<file path="src/rtl/rr_mux_reg_pkg.sv">
// rr_mux_reg_pkg: shared definitions for the registered round-robin multiplexer.
//   - Mode encoding constants for the 'mode' input of rr_mux_reg.
//   - Small helpers shared by the top level and the arbiter.
package rr_mux_reg_pkg;

  // Selection mode encoding
  localparam logic MODE_FIXED = 1'b0;  // channel chosen by 'sel'
  localparam logic MODE_RR    = 1'b1;  // round-robin arbitration over in_valid

  // True when the given mode selects round-robin arbitration.
  function automatic logic is_rr_mode(input logic mode);
    return mode == MODE_RR;
  endfunction

endpackage : rr_mux_reg_pkg

</file>
<file path="src/rtl/rr_mux_reg_arbiter.sv">
// rr_arbiter: purely combinational round-robin arbiter.
//   Ports:
//     req   [NUM_CH]  request vector, bit i belongs to channel i
//     ptr   [SEL_W]   highest-priority channel for this cycle (must be < NUM_CH)
//     grant [NUM_CH]  one-hot grant, zero when no request is set
//   Scheme: rotate requests so 'ptr' lands at bit 0, take the lowest set bit,
//   rotate the pick back to channel positions.
module rr_arbiter
  import rr_mux_reg_pkg::*;
#(
  parameter int unsigned NUM_CH = 4,
  parameter int unsigned SEL_W  = $clog2(NUM_CH)
) (
  input  logic [NUM_CH-1:0] req,
  input  logic [SEL_W-1:0]  ptr,
  output logic [NUM_CH-1:0] grant
);

  logic [2*NUM_CH-1:0] req_dbl;
  logic [2*NUM_CH-1:0] pick_dbl;
  logic [NUM_CH-1:0]   req_rot;
  logic [NUM_CH-1:0]   pick_rot;
  logic                found;

  always_comb begin
    req_dbl  = '0;
    pick_dbl = '0;
    req_rot  = '0;
    pick_rot = '0;
    found    = 1'b0;
    grant    = '0;

    // Doubling the vector turns the rotation into a plain shift, which also
    // works when NUM_CH is not a power of two.
    req_dbl = {req, req} >> ptr;
    req_rot = req_dbl[NUM_CH-1:0];

    for (int i = 0; i < NUM_CH; i++) begin
      if (req_rot[i] && !found) begin
        pick_rot[i] = 1'b1;
        found       = 1'b1;
      end
    end

    // Rotate back: upper half of the left-shifted doubled pick holds
    // channel positions.
    pick_dbl = {pick_rot, pick_rot} << ptr;
    grant    = pick_dbl[2*NUM_CH-1:NUM_CH];
  end

endmodule : rr_arbiter

</file>
<file path="src/rtl/rr_mux_reg.sv">
// rr_mux_reg: registered N:1 datapath multiplexer with valid/ready handshakes.
//   Selection is either fixed (mode=MODE_FIXED, channel 'sel') or round-robin
//   (mode=MODE_RR, pointer advances past each granted channel).
//   Ports:
//     clk, reset            rising-edge clock, asynchronous active-high reset
//     mode                  0 = fixed select via sel, 1 = round-robin
//     sel       [SEL_W]     channel index for fixed mode; >= NUM_CH selects nothing
//     in_valid  [NUM_CH]    per-channel request
//     in_data   [NUM_CH*WIDTH] packed data, channel i at [i*WIDTH +: WIDTH]
//     in_ready  [NUM_CH]    per-channel accept, one-hot or zero
//     out_valid             output register holds a beat
//     out_data  [WIDTH]     registered data
//     out_ch    [SEL_W]     source channel of out_data
//     out_ready             consumer accepts the beat
//   NUM_CH must be at least 2; SEL_W is derived and must not be overridden.
module rr_mux_reg
  import rr_mux_reg_pkg::*;
#(
  parameter int unsigned WIDTH  = 32,
  parameter int unsigned NUM_CH = 4,
  parameter int unsigned SEL_W  = $clog2(NUM_CH)
) (
  input  logic                    clk,
  input  logic                    reset,
  input  logic                    mode,
  input  logic [SEL_W-1:0]        sel,
  input  logic [NUM_CH-1:0]       in_valid,
  input  logic [NUM_CH*WIDTH-1:0] in_data,
  output logic [NUM_CH-1:0]       in_ready,
  output logic                    out_valid,
  output logic [WIDTH-1:0]        out_data,
  output logic [SEL_W-1:0]        out_ch,
  input  logic                    out_ready
);

  logic              out_valid_d, out_valid_q;
  logic [WIDTH-1:0]  out_data_d,  out_data_q;
  logic [SEL_W-1:0]  out_ch_d,    out_ch_q;
  logic [SEL_W-1:0]  rr_ptr_d,    rr_ptr_q;

  logic              load;
  logic [NUM_CH-1:0] fixed_grant;
  logic [NUM_CH-1:0] rr_grant;
  logic [NUM_CH-1:0] grant;
  logic              xfer;
  logic [SEL_W-1:0]  grant_idx;
  logic [WIDTH-1:0]  grant_data;

  rr_arbiter #(
    .NUM_CH (NUM_CH),
    .SEL_W  (SEL_W)
  ) u_rr_arbiter (
    .req   (in_valid),
    .ptr   (rr_ptr_q),
    .grant (rr_grant)
  );

  // Output stage can take a beat when empty or being drained this cycle.
  assign load = !out_valid_q || out_ready;

  // Fixed-mode decode: sel values with no matching channel never hit.
  always_comb begin
    fixed_grant = '0;
    for (int i = 0; i < NUM_CH; i++) begin
      if (sel == SEL_W'(i) && in_valid[i]) begin
        fixed_grant[i] = 1'b1;
      end
    end
  end

  assign grant = is_rr_mode(mode) ? rr_grant : fixed_grant;

  // Grant is one-hot, so OR-reduction gives index and data directly.
  always_comb begin
    grant_idx  = '0;
    grant_data = '0;
    for (int i = 0; i < NUM_CH; i++) begin
      if (grant[i]) begin
        grant_idx  = grant_idx  | SEL_W'(i);
        grant_data = grant_data | in_data[i*WIDTH +: WIDTH];
      end
    end
  end

  // Reset blocks acceptance so no beat is lost to a flop held in reset.
  assign in_ready = (load && !reset) ? grant : '0;
  assign xfer     = |(in_ready & in_valid);

  always_comb begin
    out_valid_d = out_valid_q;
    out_data_d  = out_data_q;
    out_ch_d    = out_ch_q;
    rr_ptr_d    = rr_ptr_q;

    if (load) begin
      out_valid_d = xfer;
      if (xfer) begin
        out_data_d = grant_data;
        out_ch_d   = grant_idx;
      end
    end

    if (xfer && is_rr_mode(mode)) begin
      if (grant_idx == SEL_W'(NUM_CH - 1)) begin
        rr_ptr_d = '0;
      end else begin
        rr_ptr_d = grant_idx + SEL_W'(1);
      end
    end
  end

  always_ff @(posedge clk or posedge reset) begin
    if (reset) begin
      out_valid_q <= 1'b0;
      out_data_q  <= '0;
      out_ch_q    <= '0;
      rr_ptr_q    <= '0;
    end else begin
      out_valid_q <= out_valid_d;
      out_data_q  <= out_data_d;
      out_ch_q    <= out_ch_d;
      rr_ptr_q    <= rr_ptr_d;
    end
  end

  assign out_valid = out_valid_q;
  assign out_data  = out_data_q;
  assign out_ch    = out_ch_q;

endmodule : rr_mux_reg
</file>
<file path="config.mk">
export PLATFORM = sky130hd
export DESIGN_NAME = rr_mux_reg
export DESIGN_NICKNAME = d
export VERILOG_FILES = /design/src/rtl/rr_mux_reg_pkg.sv /design/src/rtl/rr_mux_reg_arbiter.sv /design/src/rtl/rr_mux_reg.sv
export SDC_FILE = /design/constraint.sdc
export NUM_CORES = 1
export LEC_CHECK = 0
export ABC_AREA = 1
export BUFFER_PORTS_ARGS = -buffer_cell sky130_fd_sc_hd__buf_4
export CORE_UTILIZATION = 46
export CTS_CLUSTER_SIZE = 16
export DETAILED_ROUTE_END_ITERATION = 10
export MAX_ROUTING_LAYER = met4
export PLACE_DENSITY = 0.9
export SYNTH_ARGS = -nofsm -noshare
export SYNTH_HDL_FRONTEND = slang
export SYNTH_HIERARCHICAL = 1
export SYNTH_SLANG_ARGS = --single-unit
</file>
<file path="constraint.sdc">
create_clock -name clk -period 5.97 [get_ports clk]
set_input_delay 0.8955 -clock clk [delete_from_list [all_inputs] [get_ports clk]]
set_output_delay 0.8955 -clock clk [all_outputs]
set_load 0.02 [all_outputs]
</file>
==> impl_metrics.csv <==
group,metric,value,unit
synth,synthCells,425,
clock_network,post_cts_buffers,0,
critical_path,end_kind,"output port",
timing,slew_viol_final,0,
timing,layout_setup_ws,2.28,ns
floorplanning,die_x,78.8,um
status,status,"finished clean",
synth,seq_area_frac_synth,0.341,
layout,drive_gt1_frac,0.368,
synth,syn-num-nets,563,
floorplanning,dieArea,0.00621,mm2
floorplanning,die_y,78.8,um
layout,n_antenna_cell,0,
timing,rsz0062_at_grt,"no",
critical_path,cp_slowest_cell,"nand2_2",
clock_network,numClockSinks,37,
layout,nets,726,
synth,ys_top_cells_by_count,"nand2_1 (262), dfrtp_1 (37), nand4_1 (32)",
critical_path,path_max_fanout,35,
grt,grt_start_max_net_pins,38,
clock_network,clk_latency,0.29,ns
clock_network,cts_max_level,2,
critical_path,required,5.07,ns
critical_path,regToRegSetupSlack,3.00,ns
clock_network,cts_resized,0,
timing,hold_violations,0,
critical_path,reg2reg_from,"rr_ptr_q[0]",
synth,synthTopCellsByArea,"nand2_1 (36%), dfrtp_1 (34%), nand4_1 (7.4%)",
synth,ys_seq_elements,37,
drt,dr.pass1.iters,5,
power_and_ir_drop,leakage,0.00224,uW
synth,synth_edf_count,0,
critical_path,crit_type,"in2out",
clock_network,cts-buffers-inserted,5,
synth,dominantRegCellSynth,"dfrtp_1",
timing,holdWs,0.488,ns
grt,grt_pass1_wl,14700,um
clock_network,hold_buffers,0,
timing,skew,0.00600,ns
layout,syn2layout_area_growth,49.7,%
critical_path,cpPeakStageDelay,0.54,ns
floorplanning,rows,27,
grt,grt_usage,0.307,
synth,yosys.area.top_type,"nand2_1",
synth,yosysMostFrequentCell,"nand2_1",
hold_path,hold_class,"reg2reg",
placement,gp_congestion,0.822,
floorplanning,core,0.00561,mm2
synth,yosysTopAreaCellShare,0.362,
timing,fin_crit,3.69,ns
clock_network,clkTransAtPathRegs,0.07,ns
critical_path,cp_top_family,"simple AND/OR/NAND/NOR gates",
timing,fmax,271,MHz
clock_network,cts-root-buf,"clkbuf_8",
floorplanning,io_pins,177,
synth,async_reset_ff_frac,1.00,
drt,vias,3467,
floorplanning,start_util,0.484,
clock_network,cts_tree,"built",
timing,setup-violations-final,0,
grt,antenna_found_initial,0,
drt,avgRoutedWirePerCell,14.2,um
drt,drc_errors,0,
drt,drt_iter0_markers,293,
placement,place_hpwl,6830,um
drt,viasPerCell,5.25,
timing,worst_slew_pin_slew,0.725,ns
critical_path,crit_chain,"buf_4 -> nand2_1 -> nand3_2 -> nand2_2 -> nand2_2 -> o21ai_1 -> nand3_1 -> nand2_1 -> nand2_1 -> nand2_2 -> inv_1 -> nor2_1 -> buf_4",
grt,overflow,0,
placement,pre_cts_ws,2.31,ns
clock_network,clockBufferDepth,2,
timing,fin_setup_tns,0,ns
run,cap_viol_max_count,0,
synth,syn_avg_cell_area,6.39,um2
critical_path,cp_data_arrival_time,2.80,ns
timing,post-route-period-util,0.619,
grt,grt_pass1_vias,3335,
power_and_ir_drop,powerDensity,434,mW/mm2
critical_path,critPathBufInv,3,
drt,wl,9370,um
critical_path,crit_path_start_kind,"input pin",
placement,port_buffers,176,
power_and_ir_drop,worst_ir_drop_vdd,206,uV
drt,ant_nets,0,
critical_path,cp-startpoint,"in_valid[3]",
synth,syn_area,0.00271,mm2
synth,yosys.cell_types.count,20,
timing,slew_headroom,0.515,
hold_path,min_from,"out_data[22]",
synth,yosysWarnings,6,
[final cells by class]
class / instances / area (um2)
inverters: 17 / 66.3
fillers: 462 / 1550
multi-input cells: 350 / 1570
clock buffers: 6 / 72.6
flip-flops and latches: 37 / 926
repair buffers: 177 / 1330
well taps: 72 / 90.1
clock inverters: 2 / 10.0
[power by group]
part,switching (uW),internal (uW),leakage [uW]
clock network,88.8,80.9,0.0000450
registers,80.4,359,0.000473
logic,737,419,0.00172
total,906,858,0.00224
[final timing paths]
path,depth (start not counted),end
max,13,in_ready[2]
min,2,out_data[22]
max reg2reg,16,rr_ptr_q[1]
min reg2reg,2,out_data[22]
max in group asynchronous,3,out_data[2]
min in group asynchronous,3,out_ch[0]
[cells by family (layout without fill, tap and decap cells)]
family / Yosys count / count (layout) / share of synthesized area
AND/OR/NAND/NOR: 341 / 341 / 0.561
buffers and inverters: 38 / 202 / 0.0811
flip-flops: 37 / 37 / 0.341
AO/OA/AOI/OAI: 9 / 9 / 0.0166
[tightest hold or removal path: stages (launching register included)]
cell	delay (ns)
dfrtp_1	0.35
nand2_1	0.05
nand2_1	0.05
[layer usage]
layer	vias to the layer above	GRT usage	wire length [um]	share of wire
li1	1659	-	-	-
met1	1551	0.354	3590	0.38
met2	218	0.526	4640	0.49
met3	39	0.0655	803	0.086
met4	0	0.116	339	0.036
met5	-	-	0	0
[layout by cell type (no fill, tap or decap), drive strengths merged, types with 2 or more instances in the layout]
| cell | count |
|---|---|
| clkinv | 2 |
| clkbuf | 6 |
| nor2 | 11 |
| dfrtp | 37 |
| nand4 | 32 |
| inv | 17 |
| nand2 | 277 |
| buf | 177 |
| nand3 | 21 |
| o21ai | 8 |
[state kept, by name (all words and copies together), names as in the netlist]
register	flops
out_data	32
out_ch	2
rr_ptr_q	2
out_valid	1
[per-stage QoR]
stage               instance area [um2]   util  instances  power (uW)
global placement                   3980  0.710        653        1550
CTS                                4060  0.724        661        1760
detailed placement                 3980  0.710        653        1580
finish                             4060  0.724        661        1760
floorplan                          2710      -        425        1230
global route                       4060  0.724        661        1910
(Power assumes the default switching activity.)
